### src/rtl/sram_ctrl_pkg.sv
// Shared definitions for the SRAM controller slice: FSM states and size defaults.
package sram_ctrl_pkg;

    localparam int ADDR_W_DEF = 12;
    localparam int DATA_W_DEF = 8;
    localparam int DEPTH_DEF  = 4096;

    // INIT clears the array after reset; RUN serves requesters.
    typedef enum logic {
        ST_INIT = 1'b0,
        ST_RUN  = 1'b1
    } state_e;

endpackage

### src/rtl/sram_rr_arbiter_rr_arb2.sv
// Two-way round-robin arbiter. On a tie the priority pointer picks the winner.
// After any grant the pointer moves to the other requester.
module rr_arb2 (
    input  logic       clock,
    input  logic       reset,
    input  logic [1:0] eligible,
    output logic [1:0] grant,
    output logic       ptr
);

    // Grant: a lone eligible requester wins, and a tie goes to the pointer.
    always_comb begin
        grant = eligible;
        if (eligible == 2'b11) begin
            grant = ptr ? 2'b10 : 2'b01;
        end
    end

    // Pointer: after a grant, point at the requester that did not win.
    always_ff @(posedge clock or posedge reset) begin
        if (reset) begin
            ptr <= 1'b0;
        end else if (grant[0]) begin
            ptr <= 1'b1;
        end else if (grant[1]) begin
            ptr <= 1'b0;
        end
    end

endmodule

### src/rtl/sram_rr_arbiter.sv
// Two-requester front end for a single-port synchronous SRAM. After reset it
// optionally clears the array, then grants at most one access per cycle,
// round-robin between the two requesters. Read data returns two cycles after
// accept.
//
// Handshakes: a transfer happens on a cycle where valid and ready are both
// high. The request side offers ready only to the single granted requester
// in that same cycle. On the response side, rsp_valid/rsp_rdata hold stable
// until rsp_ready is seen, and they clear on the following cycle.
module sram_rr_arbiter
    import sram_ctrl_pkg::*;
#(
    parameter int ADDR_W         = ADDR_W_DEF,
    parameter int DATA_W         = DATA_W_DEF,
    parameter int DEPTH          = DEPTH_DEF,
    parameter bit CLEAR_ON_RESET = 1'b1
) (
    input  logic                clock,
    input  logic                reset,
    input  logic [1:0]          req_valid,
    output logic [1:0]          req_ready,
    input  logic [1:0]          req_we,
    input  logic [2*ADDR_W-1:0] req_addr,
    input  logic [2*DATA_W-1:0] req_wdata,
    output logic [1:0]          rsp_valid,
    input  logic [1:0]          rsp_ready,
    output logic [2*DATA_W-1:0] rsp_rdata,
    output logic                init_done,
    output logic [ADDR_W-1:0]   mem_a,
    output logic [DATA_W-1:0]   mem_i,
    output logic                mem_csb,
    output logic                mem_web,
    output logic                mem_oeb,
    input  logic [DATA_W-1:0]   mem_o,
    output state_e              dbg_state,
    output logic                dbg_ptr
);

    localparam state_e             RESET_STATE = CLEAR_ON_RESET ? ST_INIT : ST_RUN;
    localparam logic [ADDR_W-1:0] INIT_LAST   = ADDR_W'(DEPTH - 1);

    state_e            state;
    state_e            state_nxt;
    logic [ADDR_W-1:0] init_cnt;
    logic [ADDR_W-1:0] mem_a_q;
    logic [DATA_W-1:0] mem_i_q;
    logic [1:0]        rd_pend;
    logic [1:0]        eligible;
    logic [1:0]        grant;
    logic              run;
    logic              sel_idx;
    logic              sel_we;
    logic [ADDR_W-1:0] sel_addr;
    logic [DATA_W-1:0] sel_wdata;

    assign dbg_state = state;

    // State register.
    always_ff @(posedge clock or posedge reset) begin
        if (reset) begin
            state <= RESET_STATE;
        end else begin
            state <= state_nxt;
        end
    end

    // Next state: leave INIT once the last address has been cleared.
    always_comb begin
        state_nxt = state;
        if (state == ST_INIT && init_cnt == INIT_LAST) begin
            state_nxt = ST_RUN;
        end
    end

    // Clear-address counter. It advances only during INIT and wraps back to 0.
    always_ff @(posedge clock or posedge reset) begin
        if (reset) begin
            init_cnt <= '0;
        end else if (state == ST_INIT) begin
            init_cnt <= init_cnt + 1'b1;
        end
    end

    // Eligibility: writes always qualify. A read waits until this requester
    // has no read in flight and no response still waiting.
    always_comb begin
        run      = (state == ST_RUN) && !reset;
        eligible = {2{run}} & req_valid & (req_we | ~(rd_pend | rsp_valid));
    end

    rr_arb2 u_arb (
        .clock    (clock),
        .reset    (reset),
        .eligible (eligible),
        .grant    (grant),
        .ptr      (dbg_ptr)
    );

    // Select the fields of the winning request.
    always_comb begin
        sel_idx   = grant[1];
        sel_we    = sel_idx ? req_we[1] : req_we[0];
        sel_addr  = sel_idx ? req_addr[ADDR_W +: ADDR_W] : req_addr[0 +: ADDR_W];
        sel_wdata = sel_idx ? req_wdata[DATA_W +: DATA_W] : req_wdata[0 +: DATA_W];
    end

    // FSM outputs: SRAM pins and request ready. All pins go idle while reset is held.
    always_comb begin
        mem_csb   = 1'b1;
        mem_web   = 1'b1;
        mem_oeb   = 1'b1;
        mem_a     = mem_a_q;
        mem_i     = mem_i_q;
        req_ready = 2'b00;
        init_done = 1'b0;
        if (!reset) begin
            case (state)
                ST_INIT: begin
                    mem_csb = 1'b0;
                    mem_web = 1'b0;
                    mem_a   = init_cnt;
                    mem_i   = '0;
                end
                ST_RUN: begin
                    init_done = 1'b1;
                    req_ready = grant;
                    if (|grant) begin
                        mem_csb = 1'b0;
                        mem_web = ~sel_we;
                        mem_oeb = sel_we;
                        mem_a   = sel_addr;
                        if (sel_we) begin
                            mem_i = sel_wdata;
                        end
                    end
                end
                default: ;
            endcase
        end
    end

    // Address and data pins hold their last driven value across idle cycles.
    always_ff @(posedge clock or posedge reset) begin
        if (reset) begin
            mem_a_q <= '0;
            mem_i_q <= '0;
        end else begin
            mem_a_q <= mem_a;
            mem_i_q <= mem_i;
        end
    end

    // Read return: mark the read pending for one cycle, then capture SRAM data
    // into a per-requester response slot that holds until it is consumed.
    always_ff @(posedge clock or posedge reset) begin
        if (reset) begin
            rd_pend   <= 2'b00;
            rsp_valid <= 2'b00;
            rsp_rdata <= '0;
        end else begin
            for (int i = 0; i < 2; i++) begin
                rd_pend[i] <= grant[i] & ~req_we[i];
                if (rd_pend[i]) begin
                    rsp_valid[i]                  <= 1'b1;
                    rsp_rdata[i*DATA_W +: DATA_W] <= mem_o;
                end else if (rsp_valid[i] && rsp_ready[i]) begin
                    rsp_valid[i]                  <= 1'b0;
                    rsp_rdata[i*DATA_W +: DATA_W] <= '0;
                end
            end
        end
    end

endmodule

### config.mk
export PLATFORM = sky130hd
export DESIGN_NAME = sram_rr_arbiter
export DESIGN_NICKNAME = d
export VERILOG_FILES = /design/src/rtl/sram_ctrl_pkg.sv /design/src/rtl/sram_rr_arbiter_rr_arb2.sv /design/src/rtl/sram_rr_arbiter.sv
export SDC_FILE = /design/constraint.sdc
export NUM_CORES = 1
export LEC_CHECK = 0
export ABC_CLOCK_PERIOD_IN_PS = 2400
export BUFFER_PORTS_ARGS = -buffer_cell sky130_fd_sc_hd__buf_2
export CAP_MARGIN = 20
export CORE_MARGIN = 3
export CORE_UTILIZATION = 48
export DETAILED_ROUTE_END_ITERATION = 8
export PLACE_DENSITY = 0.8
export SYNTH_ARGS = -nofsm -noshare
export SYNTH_HDL_FRONTEND = slang
export SYNTH_SLANG_ARGS = --single-unit
### constraint.sdc
create_clock -name clock -period 2.4 [get_ports clock]
set_input_delay 0.12 -clock clock [delete_from_list [all_inputs] [get_ports clock]]
set_output_delay 0.12 -clock clock [all_outputs]
set_load 0.01 [all_outputs]
== Word-level counts from Yosys, hierarchy flattened ==
Cells that the tools add are included.

* $add $sub $neg: 1
* Equal/unequal tests: 2
* Multiplexer cells: 35
* Bitwise logic cells: 11
* Reductions and logical operators: 9

{| class="wikitable"
|+ Operators with widths
! cell !! count
|-
| $mux W8 || 8
|-
| $mux W12 || 3
|-
| $pmux W12 S2 || 1
|-
| $mux W1 || 16
|-
| $pmux W8 S2 || 1
|-
| $add A12 B1 Y12 const B || 1
|-
| $eq A12 B12 Y1 const B || 1
|-
| $mux W2 || 4
|-
| $reduce_bool A2 Y1 || 3
|-
| $and A2 B2 Y2 || 2
|-
| $logic_and A1 B1 Y1 || 4
|-
| $not A1 Y1 || 4
|-
| $or A2 B2 Y2 || 2
|-
| $pmux W1 S2 || 2
|-
| $and A1 B1 Y1 || 2
|-
| $eq A2 B2 Y1 const B || 1
|-
| $not A2 Y2 || 1
|-
| $reduce_or A2 Y1 || 1
|-
| $logic_not A1 Y1 || 1
|}

* Register bits after elaboration: 54
* Input port bits: 56
* Word-level logic and storage cells: 68

== Logic depth before layout (Yosys ltp) ==
Gate-level depths: netlist of run 1.

* Depth in word-level cells: 11
* Depth in mapped cells: 8

== By module ==
From an unflattened synthesis of run 1, not the netlist that was laid out.

* Cells, all modules: 241
* Area, all modules: 2492.4 um2

{| class="wikitable"
|+ Modules (own cells, without submodules)
! module !! times used !! cells an instance !! area an instance (um2) !! seq. area each (um2)
|-
| sram_rr_arbiter || 1 || 234 || 2436.1 || 1326.3
|-
| rr_arb2 || 1 || 7 || 56.3 || 25.0
|}

== Least setup slack after synthesis of run 1 ==
OpenSTA, ideal clock, no wires.

* Path kind: input -> register
* Start point: in reset
* End point: reg mem_a_q[10]
* Library setup time: 0.145 ns
* Arrival: 2.017 ns
* Required time: 2.255 ns
* Slack: 0.238 ns
* Cell stages on the path: 5
* Path buffers: 1
* Cell sequence: inv_1 -> nand2_1 -> clkbuf_1 -> o22a_1 -> o221a_1

* Cells in the longest elaborated chain, start to end: 10

{| class="wikitable"
|+ RTL lines
! element !! RTL line !! RTL
|-
| from (decl) || sram_rr_arbiter.sv:19 || <nowiki>input logic reset,</nowiki>
|-
| $logic_not A1 Y1 (no line) || -- ||
|-
| $logic_and A1 B1 Y1 || sram_rr_arbiter.sv:87 || <nowiki>run = (state == ST_RUN) && !reset;</nowiki>
|-
| $and A2 B2 Y2 (2 in series) || sram_rr_arbiter.sv:88 || <nowiki>eligible = {2{run}} & req_valid & (req_we | ~(rd_pend | rsp_valid));</nowiki>
|-
| $eq A2 B2 Y1 || sram_rr_arbiter_rr_arb2.sv:14 || <nowiki>if (eligible == 2'b11) begin</nowiki>
|-
| $mux W2 || sram_rr_arbiter_rr_arb2.sv:14 ||
|-
| $mux W12 or $reduce_or A2 Y1 (tied branches) || sram_rr_arbiter.sv:103, sram_rr_arbiter.sv:127 ||
|-
| $mux W12 || sram_rr_arbiter.sv:127 || <nowiki>if (|grant) begin</nowiki>
|-
| $pmux W12 S2 || sram_rr_arbiter.sv:117 || <nowiki>case (state)</nowiki>
|-
| $mux W12 (*) || sram_rr_arbiter.sv:116 || <nowiki>if (!reset) begin</nowiki>
|-
| named net mem_a[10] || sram_rr_arbiter.sv:29 || <nowiki>output logic [ADDR_W-1:0] mem_a,</nowiki>
|-
| to (signal assigned) || sram_rr_arbiter.sv:148 || <nowiki>mem_a_q <= mem_a;</nowiki>
|-
| to (decl) || sram_rr_arbiter.sv:45 || <nowiki>logic [ADDR_W-1:0] mem_a_q;</nowiki>
|}

The timed path passes the listed nets; every way through them passes the cells marked *.
A chain may end at the register's enable or synchronous reset.

== Worst setup path in the final report of run 1 ==
* Start point: reg state (netlist: dbg_state)
* End point: out mem_a[9]

* Cells in the longest elaborated chain, start to end: 9

{| class="wikitable"
|+ RTL lines
! element !! RTL line !! RTL
|-
| from (decl) || sram_rr_arbiter.sv:42 || <nowiki>state_e state;</nowiki>
|-
| from (signal assigned) || sram_rr_arbiter.sv:63 || <nowiki>state <= state_nxt;</nowiki>
|-
| $logic_and A1 B1 Y1 || sram_rr_arbiter.sv:87 ||
|-
| $and A2 B2 Y2 (2 in series) || sram_rr_arbiter.sv:88 ||
|-
| $eq A2 B2 Y1 || sram_rr_arbiter_rr_arb2.sv:14 ||
|-
| $mux W2 || sram_rr_arbiter_rr_arb2.sv:14 ||
|-
| $mux W12 or $reduce_or A2 Y1 (tied branches) || sram_rr_arbiter.sv:103, sram_rr_arbiter.sv:127 ||
|-
| $mux W12 || sram_rr_arbiter.sv:127 ||
|-
| $pmux W12 S2 (*) || sram_rr_arbiter.sv:117 ||
|-
| $mux W12 (*) || sram_rr_arbiter.sv:116 ||
|-
| to (decl) || sram_rr_arbiter.sv:29 ||
|}

Every way passes the cells marked *; elsewhere a longest branch is shown, timed or not.

==> results of run 1 <==
[area by class of cell]
| cell class | count | area, µm² | area share [%] |
|---|---|---|---|
| inverters | 20 | 75.1 | 2.34 |
| clock inverters | 3 | 40.0 | 1.25 |
| clock buffers | 5 | 68.8 | 2.14 |
| repair buffers | 110 | 573 | 17.9 |
| flip-flops and latches | 54 | 1350 | 42.1 |
| well taps | 67 | 83.8 | 2.61 |
| multi-input cells | 152 | 1020 | 31.7 |
[per-stage QoR]
stage	instance area (µm²)	total power, mW	setup slack (ns)
floorplan	2490	1.02	0.238
global placement	3080	1.10	0.249
detailed placement	3080	1.11	0.152
CTS	3190	1.70	0.0237
global route	3210	1.76	-0.0228
finish	3210	1.69	0.0871
[state kept, by name, indices dropped and copies added (netlist names)]
name and count:
dbg_state 1, mem_a_q 12, rsp_valid 2, rsp_rdata 16, init_cnt 12, rd_pend 2, u_arb.ptr 1, mem_i_q 8
[cells in the mapped netlist (all sizes together)]
cell     number  area [µm²]
dfrtp        54        1350
nand2        43         161
inv          20        75.1
o21ai        18        90.1
o221a        12         135
o22a         12         105
xnor2        10        87.6
o22ai         9        56.3
mux2i         8        80.1
buf           7        53.8
nand3         6        30.0
clkbuf        5        18.8
nor2          5        18.8
nand4         3        18.8
a21o          2        15.0
a311oi        2        23.8
a31oi         2        12.5
nor2b         2        12.5
o21bai        2        15.0
a21oi         1        5.00
and3          1        6.26
and4          1        11.3
and4b         1        10.0
ha            1        12.5
mux2          1        11.3
nand2b        1        6.26
nand3b        1        7.51
nand4bb       1        11.3
nor3          1        5.00
o2111ai       1        8.76
o21ba         1        10.0
o41ai         1        8.76
or4           1        7.51
xor2          1        8.76
[worst paths after layout]
path,endpoint,slack (ns),depth (start not counted)
worst max-delay path,mem_a[9],0.09,5
min in group asynchronous,rsp_valid[1],0.10,3
worst min-delay path,rsp_rdata[7],0.03,3
worst min register to register,rsp_rdata[1],0.53,2
max in group asynchronous,mem_i_q[7],1.86,3
worst max register to register,mem_a_q[9],0.55,4
[kinds of logic after synthesis]
group | Yosys count
mux | 9
buf+inv | 32
flops | 54
fa+ha+maj | 1
xor+xnor | 11
compound gates | 63
simple gates | 67
[worst max-delay path, delay by kind of cell, from the launching register on]
family          cells  cell delay, ns
compound gates      1            0.31
simple gates        3            1.00
flops               1            0.43
buf+inv             1            0.15
[power groups by stage]
stage                     clock network [mW]  registers [mW]  logic [mW]
final                                  0.599           0.932       0.156
after global routing                   0.656           0.934       0.172
after CTS                              0.613           0.932       0.156
after detailed placement                   0           0.950       0.155
after global placement                     0           0.950       0.152
after floorplan                            0           0.951      0.0653
[cells in the final DEF (no fill, tap or decap), types with 2 or more instances in the layout]
master | synthesis | final
sky130_fd_sc_hd__a31oi_1 | 2 | 2
sky130_fd_sc_hd__nand2_1 | 43 | 43
sky130_fd_sc_hd__dfrtp_1 | 54 | 54
sky130_fd_sc_hd__nor2b_1 | 2 | 2
sky130_fd_sc_hd__xnor2_1 | 10 | 10
sky130_fd_sc_hd__buf_4 | 0 | 9
sky130_fd_sc_hd__inv_1 | 20 | 19
sky130_fd_sc_hd__clkinv_2 | 0 | 2
sky130_fd_sc_hd__buf_2 | 4 | 101
sky130_fd_sc_hd__nand4_1 | 3 | 3
sky130_fd_sc_hd__a21o_1 | 2 | 2
sky130_fd_sc_hd__clkbuf_8 | 0 | 5
sky130_fd_sc_hd__or4_4 | 0 | 2
sky130_fd_sc_hd__nand3_1 | 6 | 6
sky130_fd_sc_hd__mux2i_1 | 8 | 8
sky130_fd_sc_hd__o221a_1 | 11 | 11
sky130_fd_sc_hd__nor2_1 | 5 | 5
sky130_fd_sc_hd__o22ai_1 | 9 | 9
sky130_fd_sc_hd__o22a_1 | 12 | 12
sky130_fd_sc_hd__o21ai_0 | 18 | 18
[per-layer routing]
| layer | routed length, µm | up-vias | GRT usage, % |
|---|---|---|---|
| met3 | 426 | 9 | 5.28 |
| met4 | 85 | 0 | 5.24 |
| li1 | - | 1056 | - |
| met5 | 0 | - | 0 |
| met1 | 2740 | 1071 | 29.7 |
| met2 | 3240 | 88 | 33.7 |
[what timing repair did]
action | in CTS | in global routing
pin swaps | 0 | 1
gates resized for setup | 1 | 2
gates cloned | 0 | 1
buffers inserted | 0 | 0
setup endpoints to repair | 12 | 14
==> Implementation_results.wiki, run 1 <==
{| class="wikitable"
! Metric !! Value
|-
| Power density normalized to cell area || roughly 530 nW/µm²
|-
| Fraction of power consumed by sequential logic || between 50 and 60%
|-
| Switching Power || around 380 µW
|-
| Die ar. || ~6100 µm²
|-
| Count of clock tree sinks || 54
|-
| Clock insertion delay at the later pin of the skew report || 0.31 ns
|-
| Syn nets || between 200 and 300
|-
| Part of the power in the clock network || a little over a third
|-
| Maximum number of pins on one net before global-route repair || 55
|-
| Maximum count of clock buffers along a single path || 2
|-
| Avg Cell Area, Syn || ~11 µm²
|-
| Count of placed standard cells in the final layout, fillers left out || 411
|-
| Proportion of layout cells with a drive suffix above 1 || 37.2%
|-
| Max-cap check violation count || 0
|-
| Data arrival time at the worst-slack endpoint || between 2 and 2.5 ns
|-
| Worst Hold Class || in -> reg
|-
| Tightest slew margin relative to the limit || between 50% and 60%
|-
| Die Y-Extent || a little under 80 µm
|-
| Total of warnings raised by yosys || 0
|-
| Critical setup path kind || reg -> out
|-
| TritonCTS clock tree || done
|-
| Period utilization || 96.4%
|-
| Xor/xnor cell area share of the yosys netlist || under 10%
|-
| Via count of the first global-routing pass || roughly 2100
|-
| Number of cells after detailed placement || ~400
|-
| Total setup violations reported at the end of the flow || 0
|-
| Final-layout setup total negative slack || 0 ns
|-
| Core area || around 4900 µm²
|-
| Aggregate global routing overflow || 0
|-
| Final-layout worst hold slack || between 0.02 and 0.03 ns
|-
| Combinational share of power || 9.2%
|-
| Hold wc startpoint || mem_o[7]
|-
| Area grow syn2layout || 28.8%
|-
| Slew at the pin closest to its max-slew limit || just under 0.7 ns
|-
| Maximum resistive drop on vdd || 0.000316 V
|-
| Number of primary I/O pins || between 100 and 150
|-
| Status || completed
|-
| Reg-to-reg critical path startpoint || dbg_state
|-
| Multiplexer share of the synthesized area || 3.67%
|-
| Total Wirelength || 6500 µm
|-
| Layout net count || 400
|-
| Routed wire per std cell || around 16 µm
|-
| Maximum net fanout on the critical path || 7
|-
| Sw Share || between 20% and 30%
|-
| Die extent in x || slightly below 80 µm
|-
| Final Core Density || between 60% and 70%
|-
| Antenna-violating nets left || 0
|-
| Synthesized-area fraction occupied by ao, oa, aoi and oai cells || around 19%
|-
| Total inserted antenna cells || 0
|-
| Register bit total from synthesis || 54
|-
| Max-slew violations || 0
|-
| Arithmetic-cell share of the synthesized area counting full adders, half adders and majority gates || 0.502%
|-
| Worst path required time || 2.28 ns
|-
| Number of antenna violations at the first check in global routing || 0
|-
| Pre-antenna DRT Iters || 4
|-
| Wire length of the first global-routing pass || roughly 10000 µm
|-
| Root Buffer Master || sky130_fd_sc_hd__clkbuf_8
|-
| Setup crit start kind || flip-flop
|-
| Critical Path End Type || output port
|-
| Via count || approximately 2200
|-
| Post-synthesis cell count || approximately 240
|-
| Simple logic cell fraction of the synthesized area || about 12%
|-
| Iteration-0 DRC count of the detailed router || 175
|-
| DP Wirelength || ~4600 µm
|-
| Cell internal pwr || between 1 and 1.5 mW
|-
| Setup repair after global routing missed its margin || yes
|-
| Pleak || between 1.5 and 2 nW
|-
| Post-route DRC || 0
|-
| Sequential cell area fraction in the yosys report || 54.2%
|-
| Final critical-path required period || between 2 and 2.5 ns
|-
| Clock transition at the registers of the reported paths || about 0.10 ns
|-
| Port-buffer cells || roughly 100
|-
| Largest family of logic cells by synthesized area || compound AO/OA/AOI/OAI gates
|-
| Total clock buffers created by CTS || 5
|-
| Summed instance area of the synthesized netlist || 2490 µm²
|-
| Worst path cell trace || nor2b_1 -> and4_4 -> or4_4 -> o221a_1 -> buf_2
|-
| Maximum clock skew at final layout || between 0.009 and 0.01 ns
|-
| Count of hold buffers inserted by post-cts repair || 0
|-
| Peak Freq || roughly 0.43 GHz
|-
| Fill count || roughly 420
|-
| Total number of placement rows || 25
|-
| Largest incremental delay on the critical path || about 0.56 ns
|-
| Unique masters post-synth || 37
|-
| Hold Vio Cnt, Final || 0
|-
| Initial core utilization || 51.1%
|-
| GP Congestion || between 0.8 and 0.9
|-
| Total routing resource utilization after global routing || around a fifth
|-
| CTS H-Tree Depth || 2
|-
| Avg Vias per Cell || approximately 5.4
|-
| Worst setup path startpoint || dbg_state
|-
| Master of the slowest instance on the critical path || sky130_fd_sc_hd__or4_4
|}
No activity file was read; power rests on OpenSTA's default activity.
==> run 2: changes to the inputs <==
==> constraint.sdc (replaced) <==
create_clock -name clock -period 2.4 [get_ports clock]
set_input_delay 0 -clock clock [delete_from_list [all_inputs] [get_ports clock]]
set_output_delay 0 -clock clock [all_outputs]
set_load 0.01 [all_outputs]
==> run 2 against run 1 <==
Net effect:
- via count up 2.5%
- worst hold slack got worse by 0.023 ns
- global-route usage grew 1.1 points
- non-clock buffer count increased by 18
- critical path depth is the same
- worst setup slack improved by 0.066 ns
- power up 2.4%
- largest cell class unchanged
==> Implementation_results.wiki, run 2 (synthesis results as in run 1) <==
{| class="wikitable"
! Metric !! Value
|-
| Aggregate global routing overflow || 0 (unchanged)
|-
| Tightest slew margin relative to the limit || 55.0% (+0.38 points)
|-
| Regs by FF count || rsp_rdata (16), init_cnt (12), mem_a_q (12)
|-
| Max-cap check violation count || 0 (unchanged)
|-
| CTS H-Tree Depth || 2 (unchanged)
|-
| Met3 wire length || 480 µm (+13%)
|-
| Layout net count || 417 (+4.3%)
|-
| Via count of the first global-routing pass || 2256 (+7.6%)
|-
| Die extent in x || 78.0 µm (unchanged)
|-
| Hold Vio Cnt, Final || 0 (unchanged)
|-
| Die Y-Extent || 78.0 µm (unchanged)
|-
| Maximum clock skew at final layout || 0.00463 ns (-0.00495 ns)
|-
| Worst path required time || 2.40 ns (+0.12 ns)
|-
| Clock insertion delay at the later pin of the skew report || 0.30 ns (about the same)
|-
| Iteration-0 DRC count of the detailed router || 138 (-21%)
|-
| TritonCTS clock tree || done
|-
| Setup repair after global routing missed its margin || no
|-
| Post-route DRC || 0 (unchanged)
|-
| Most used cells in the layout excluding fill and tap cells || sky130_fd_sc_hd__buf_2, sky130_fd_sc_hd__dfrtp_1, sky130_fd_sc_hd__nand2_1
|-
| Setup crit start kind || flip-flop
|-
| Number of flip-flops in the largest register || 16 (unchanged)
|-
| Most flops, register || rsp_rdata
|-
| Port-buffer cells || 101 (unchanged)
|-
| Total inserted antenna cells || 0 (unchanged)
|-
| Number of cells after detailed placement || 402 (unchanged)
|-
| Total routing resource utilization after global routing || 22.4% (+1.1 points)
|-
| Area grow syn2layout || 35.6%
|-
| Final-layout setup total negative slack || 0 ns (unchanged)
|-
| Proportion of layout cells with a drive suffix above 1 || 34.7% (-2.5 points)
|-
| Avg Vias per Cell || 5.34 (-1.3%)
|-
| Max layer used || met4
|-
| Worst Hold Class || in -> reg
|-
| DP Wirelength || 4460 µm (-3.9%)
|-
| Peak Freq || 0.445 GHz (+2.9%)
|-
| Minimum setup slack among reg-to-reg paths || 0.48 ns (-0.07 ns)
|-
| Period utilization || 93.6% (-2.7 points)
|-
| Most common cell after layout, fill and taps aside || sky130_fd_sc_hd__buf_2
|-
| Max-slew violations || 0 (unchanged)
|-
| Critical setup path kind || reg -> out
|-
| Antenna-violating nets left || 0 (unchanged)
|-
| Total Wirelength || 6570 µm (+1.1%)
|-
| Routed wire per std cell || 15.4 µm (-2.7%)
|-
| Total number of placement rows || 25 (unchanged)
|-
| Final critical-path required period || 2.25 ns (-0.0657 ns)
|-
| Total clock buffers created by CTS || 5 (unchanged)
|-
| Root Buffer Master || sky130_fd_sc_hd__clkbuf_8
|-
| Via count || 2280 (+2.5%)
|-
| Power density normalized to cell area || 512 nW/µm² (-2.7%)
|-
| Count of placed standard cells in the final layout, fillers left out || 427 (+3.9%)
|-
| Maximum number of pins on one net before global-route repair || 55 (unchanged)
|-
| Maximum count of clock buffers along a single path || 2 (unchanged)
|-
| Initial core utilization || 51.1% (unchanged)
|-
| Critical Path End Type || output port
|-
| Status || completed
|-
| Total setup violations reported at the end of the flow || 0 (unchanged)
|-
| Maximum resistive drop on vdd || 0.000291 V (-7.9%)
|-
| Count of clock tree sinks || 54 (unchanged)
|-
| Buffers inserted by post-CTS timing repair || 0 (unchanged)
|-
| Routed metal-1 wirelength || 2730 µm (-0.33%)
|-
| Wire length of the first global-routing pass || 10900 µm (+6.3%)
|-
| Slew at the pin closest to its max-slew limit || 0.675 ns (-0.00564 ns)
|-
| Number of primary I/O pins || 102 (unchanged)
|-
| Die ar. || 6090 µm² (unchanged)
|-
| Pre-antenna DRT Iters || 4 (unchanged)
|-
| Maximum net fanout on the critical path || 14 (+7)
|-
| Met2 wire length || 3240 µm (-0.15%)
|-
| Pleak || 1.74 nW (+4.6%)
|-
| GP Congestion || 0.837 (+0.66%)
|-
| Number of antenna violations at the first check in global routing || 0 (unchanged)
|-
| Core area || 4880 µm² (unchanged)
|-
| Data arrival time at the worst-slack endpoint || 2.25 ns (+0.06 ns)
|-
| Clock transition at the registers of the reported paths || 0.09 ns (about the same)
|}
run 2: path summary, 6_finish.rpt:
kind                            endpoint    startpoint  cells past startpoint
max                            mem_a[11]  rsp_valid[0]                      5
min                           mem_a_q[8]   req_addr[8]                      2
max reg2reg                  mem_a_q[11]  rsp_valid[0]                      4
min reg2reg                 init_cnt[11]  init_cnt[11]                      1
max in group asynchronous  rsp_rdata[14]         reset                      4
min in group asynchronous   rsp_valid[1]         reset                      4
run 2: metal layers:
layer | up-vias | track usage, %
met4 | 0 | 6.64
met1 | 1095 | 29.9
li1 | 1082 | -
met2 | 91 | 36.6
met3 | 12 | 5.50
met5 | - | 0
run 2: area by class of cell:
class	instances	area, µm²
Timing Repair Buffer	128	753
Multi-Input combinational cell	151	1000
Fill cell	378	1500
Clock buffer	6	82.6
Sequential cell	54	1350
Clock inverter	1	30.0
Tap cell	67	83.8
Inverter	20	75.1
run 2: critical path, cell delays in order, from the launching register on:
cell and delay, ns:
sky130_fd_sc_hd__dfrtp_1 0.44, sky130_fd_sc_hd__o21bai_1 0.28, sky130_fd_sc_hd__nand2_1 0.14, sky130_fd_sc_hd__or4_4 0.62
sky130_fd_sc_hd__o221a_1 0.31, sky130_fd_sc_hd__buf_2 0.15
run 2: repair_timing:
| item | in CTS | in global routing |
|---|---|---|
| hold buffers | 18 | 0 |
| endpoints found under the setup margin | 11 | 0 |
| resized for setup | 1 | 0 |
| endpoints found under the hold margin | 80 | 0 |
run 2: power breakdown:
part,switching (mW),total (mW),internal [mW]
Clock,0.284,0.618,0.334
Combinational,0.0873,0.178,0.0906
Sequential,0.00763,0.933,0.925
run 2: through the flow:
| stage | total power, mW | utilization, % | hold slack [ns] | instance area, µm² | setup WS (ns) |
|---|---|---|---|---|---|
| after floorplan | 1.02 | - | 0.0664 | 2490 | 0.347 |
| final | 1.73 | 69.2 | 0.00702 | 3380 | 0.153 |
| after global placement | 1.10 | 63.2 | 0.227 | 3080 | 0.372 |
| after detailed placement | 1.10 | 63.2 | 0.231 | 3080 | 0.273 |
| after CTS | 1.74 | 69.2 | 0.00604 | 3380 | 0.169 |
| after global routing | 1.80 | 69.2 | 0.00356 | 3380 | 0.0321 |
==> run 3: changes to the inputs <==
- ABC_CLOCK_PERIOD_IN_PS: 2400 -> 2350
- SETUP_SLACK_MARGIN: default -> 0.4
- clock period: 2.4 -> 2.35 ns (I/O delays scaled with it)
==> run 3 against run 2 <==
Net effect:
- the run now ends with negative hold slack left
- final area rose by 17%
- via count grew 15%
- critical path depth stayed put
- register-to-register slack improved by 0.03 ns
- cell count rose by 8.9%
- worst hold slack worse by 0.035 ns
- combinational power up 42%
- first-iteration DRC count rose by 67%
- clock power down 12%
- critical endpoint unchanged
- highest routed layer unchanged
==> Implementation_results.wiki, run 3 (synthesis results as in run 1) <==
{| class="wikitable"
! Metric !! Value
|-
| Status || complete, but fails checks
|-
| Violations in the final reports || negative hold slack
|-
| TritonCTS clock tree || done
|-
| Tightest slew margin relative to the limit || 64.7% (+9.8 points)
|-
| Die extent in x || 78.0 µm (unchanged)
|-
| Total Wirelength || 8780 µm (+34%)
|-
| Via count || 2622 (+15%)
|-
| Antenna-violating nets left || 0 (unchanged)
|-
| Max-cap check violation count || 0 (unchanged)
|-
| Hold Vio Cnt, Final || 2 (+2)
|-
| Most used cells in the layout excluding fill and tap cells || sky130_fd_sc_hd__buf_2, sky130_fd_sc_hd__dfrtp_1, sky130_fd_sc_hd__nand2_1
|-
| Total routing resource utilization after global routing || 27.3% (+4.8 points)
|-
| Number of antenna violations at the first check in global routing || 0 (unchanged)
|-
| Proportion of layout cells with a drive suffix above 1 || 41.7% (+7.0 points)
|-
| Worst Hold Class || in -> reg
|-
| Number of primary I/O pins || 102 (unchanged)
|-
| Worst path required time || 2.35 ns (-0.05 ns)
|-
| CTS H-Tree Depth || 2 (unchanged)
|-
| Maximum count of clock buffers along a single path || 2 (unchanged)
|-
| DP Wirelength || 4810 µm (+7.9%)
|-
| Most flops, register || rsp_rdata
|-
| Endpoint of the most critical register-to-register path || mem_a_q[3]
|-
| Via count of the first global-routing pass || 2535 (+12%)
|-
| Total setup violations reported at the end of the flow || 0 (unchanged)
|-
| GP Congestion || 0.823 (-1.7%)
|-
| Maximum number of pins on one net before global-route repair || 43 (-22%)
|-
| Die Y-Extent || 78.0 µm (unchanged)
|-
| Setup crit start kind || flip-flop
|-
| Final-layout worst hold slack || -0.0281 ns (-0.0351 ns)
|-
| Post-route DRC || 0 (unchanged)
|-
| Fill count || 281 (-26%)
|-
| Total clock buffers created by CTS || 5 (unchanged)
|-
| Final-layout setup total negative slack || 0 ns (unchanged)
|-
| Clock insertion delay at the later pin of the skew report || 0.33 ns (+0.03 ns)
|-
| Storage cell area || 1350 µm² (about the same)
|-
| Power density normalized to cell area || 445 nW/µm² (-13%)
|-
| Critical Path End Type || output port
|-
| Area of the multi-input gates || 1220 µm² (+22%)
|-
| Total number of placement rows || 25 (unchanged)
|-
| Maximum clock skew at final layout || 0.0105 ns (+0.00591 ns)
|-
| Clock transition at the registers of the reported paths || 0.10 ns (about the same)
|-
| Root Buffer Master || sky130_fd_sc_hd__clkbuf_8
|-
| Routed wire per std cell || 18.9 µm (+23%)
|-
| Most common cell after layout, fill and taps aside || sky130_fd_sc_hd__buf_2
|-
| Slew at the pin closest to its max-slew limit || 0.529 ns (-0.146 ns)
|-
| Data arrival time at the worst-slack endpoint || 2.09 ns (-0.16 ns)
|-
| Final critical-path required period || around 2.1 ns
|-
| Minimum setup slack among reg-to-reg paths || 0.51 ns (+0.03 ns)
|-
| Wire length of the first global-routing pass || 12800 µm (+17%)
|-
| End point of the most critical hold path || mem_i_q[5]
|-
| Port-buffer cells || 101 (unchanged)
|-
| Maximum net fanout on the critical path || 7 (-7)
|-
| Aggregate global routing overflow || 0 (unchanged)
|-
| Setup repair after global routing missed its margin || yes
|-
| Critical setup path kind || reg -> out
|-
| Iteration-0 DRC count of the detailed router || 231 (+67%)
|-
| Number of flip-flops in the largest register || 16 (unchanged)
|-
| Die ar. || 6090 µm² (unchanged)
|-
| Count of clock tree sinks || 54 (unchanged)
|-
| Peak Freq || roughly 0.48 GHz
|-
| Depth of the worst register-to-register path || 5 (+1)
|-
| Area grow syn2layout || 58.1%
|-
| Layout net count || 454 (+8.9%)
|-
| Worst Hold Path Cells || 3 (+1)
|-
| Pleak || 1.90 nW (+9.5%)
|-
| Core area || 4880 µm² (unchanged)
|-
| Avg Vias per Cell || 5.64 (+5.6%)
|-
| Period utilization || between 80% and 90%
|-
| Maximum resistive drop on vdd || 0.000343 V (+18%)
|-
| Total inserted antenna cells || 0 (unchanged)
|-
| Reg-to-reg critical path startpoint || dbg_state
|-
| Hold wc startpoint || req_wdata[5]
|-
| Max-slew violations || 0 (unchanged)
|-
| Initial core utilization || 51.1% (unchanged)
|-
| Regs by FF count || rsp_rdata (16), init_cnt (12), mem_a_q (12)
|-
| Pre-antenna DRT Iters || 5 (+1)
|}
-- run 3: cell types whose count changed in the layout (fill, tap and decap cells not counted), sizes merged --
cell,delta
bufinv,-1
buf,+15
clkbuf,-1
dlygate4sd3,+21
clkinvlp,+3
or4,+1
-- run 3: cell type report --
| class | instances | area share, % |
|---|---|---|
| Inverter | 20 | 2.00 |
| Clock buffer | 5 | 1.75 |
| Sequential cell | 54 | 34.3 |
| Clock inverter | 3 | 0.604 |
| Multi-Input combinational cell | 152 | 31.0 |
| Tap cell | 67 | 2.13 |
| Timing Repair Buffer | 164 | 28.2 |
-- run 3: routing by layer --
layer	global-route usage, %	part of all wire [%]	up-vias
met4	12.9	6.0	0
li1	-	-	1168
met1	33.9	37	1251
met5	0	0	-
met3	4.47	6.5	48
met2	46.4	51	155
-- run 3: what timing repair did --
item	in CTS	in global routing
pin swaps	9	3
buffers inserted	8	5
gates resized for setup	18	17
hold buffers	37	2
setup endpoints to repair	34	23
gates cloned	2	0
endpoints found under the hold margin	49	1
-- run 3: through the flow --
stage / power (mW) / cell area (µm²) / utilization [%] / worst slack, ns / std cells
6_report: 1.75 / 3940 / 80.7 / 0.260 / 465
3_3_place_gp: 1.14 / 3150 / 64.6 / 0.302 / 403
5_1_grt: 1.82 / 3940 / 80.7 / 0.202 / 465
4_1_cts: 1.73 / 3770 / 77.2 / 0.313 / 458
2_1_floorplan: 1.05 / 2560 / - / 0.313 / 237
3_5_place_dp: 1.14 / 3150 / 64.6 / 0.246 / 403
-- run 3: where the power goes --
part           switching [mW]  total [mW]  internal [mW]  leakage (nW)
Sequential            0.00983       0.955          0.945         0.711
Combinational           0.123       0.253          0.129          1.15
Clock                   0.330       0.544          0.214        0.0408
-- run 3: worst max path at each step --
stage / depth (start not counted) / slack [ns] / to / start
after CTS: 5 / 0.31 / mem_a[3] / rd_pend[1]
after floorplan: 8 / 0.31 / mem_a_q[10] / dbg_state
after global routing: 10 / 0.20 / mem_i[1] / req_we[0]
final: 5 / 0.26 / mem_a[11] / dbg_state
after detailed placement: 5 / 0.25 / mem_a[5] / rsp_valid[0]
after global placement: 5 / 0.30 / mem_a[5] / rsp_valid[0]
-- run 3: critical path, cell delays in order (launching register included) --
cell,delay [ns]
sky130_fd_sc_hd__dfrtp_1,0.41
sky130_fd_sc_hd__nor2b_4,0.14
sky130_fd_sc_hd__and4_4,0.18
sky130_fd_sc_hd__or4_4,0.57
sky130_fd_sc_hd__o221a_1,0.31
sky130_fd_sc_hd__buf_2,0.15
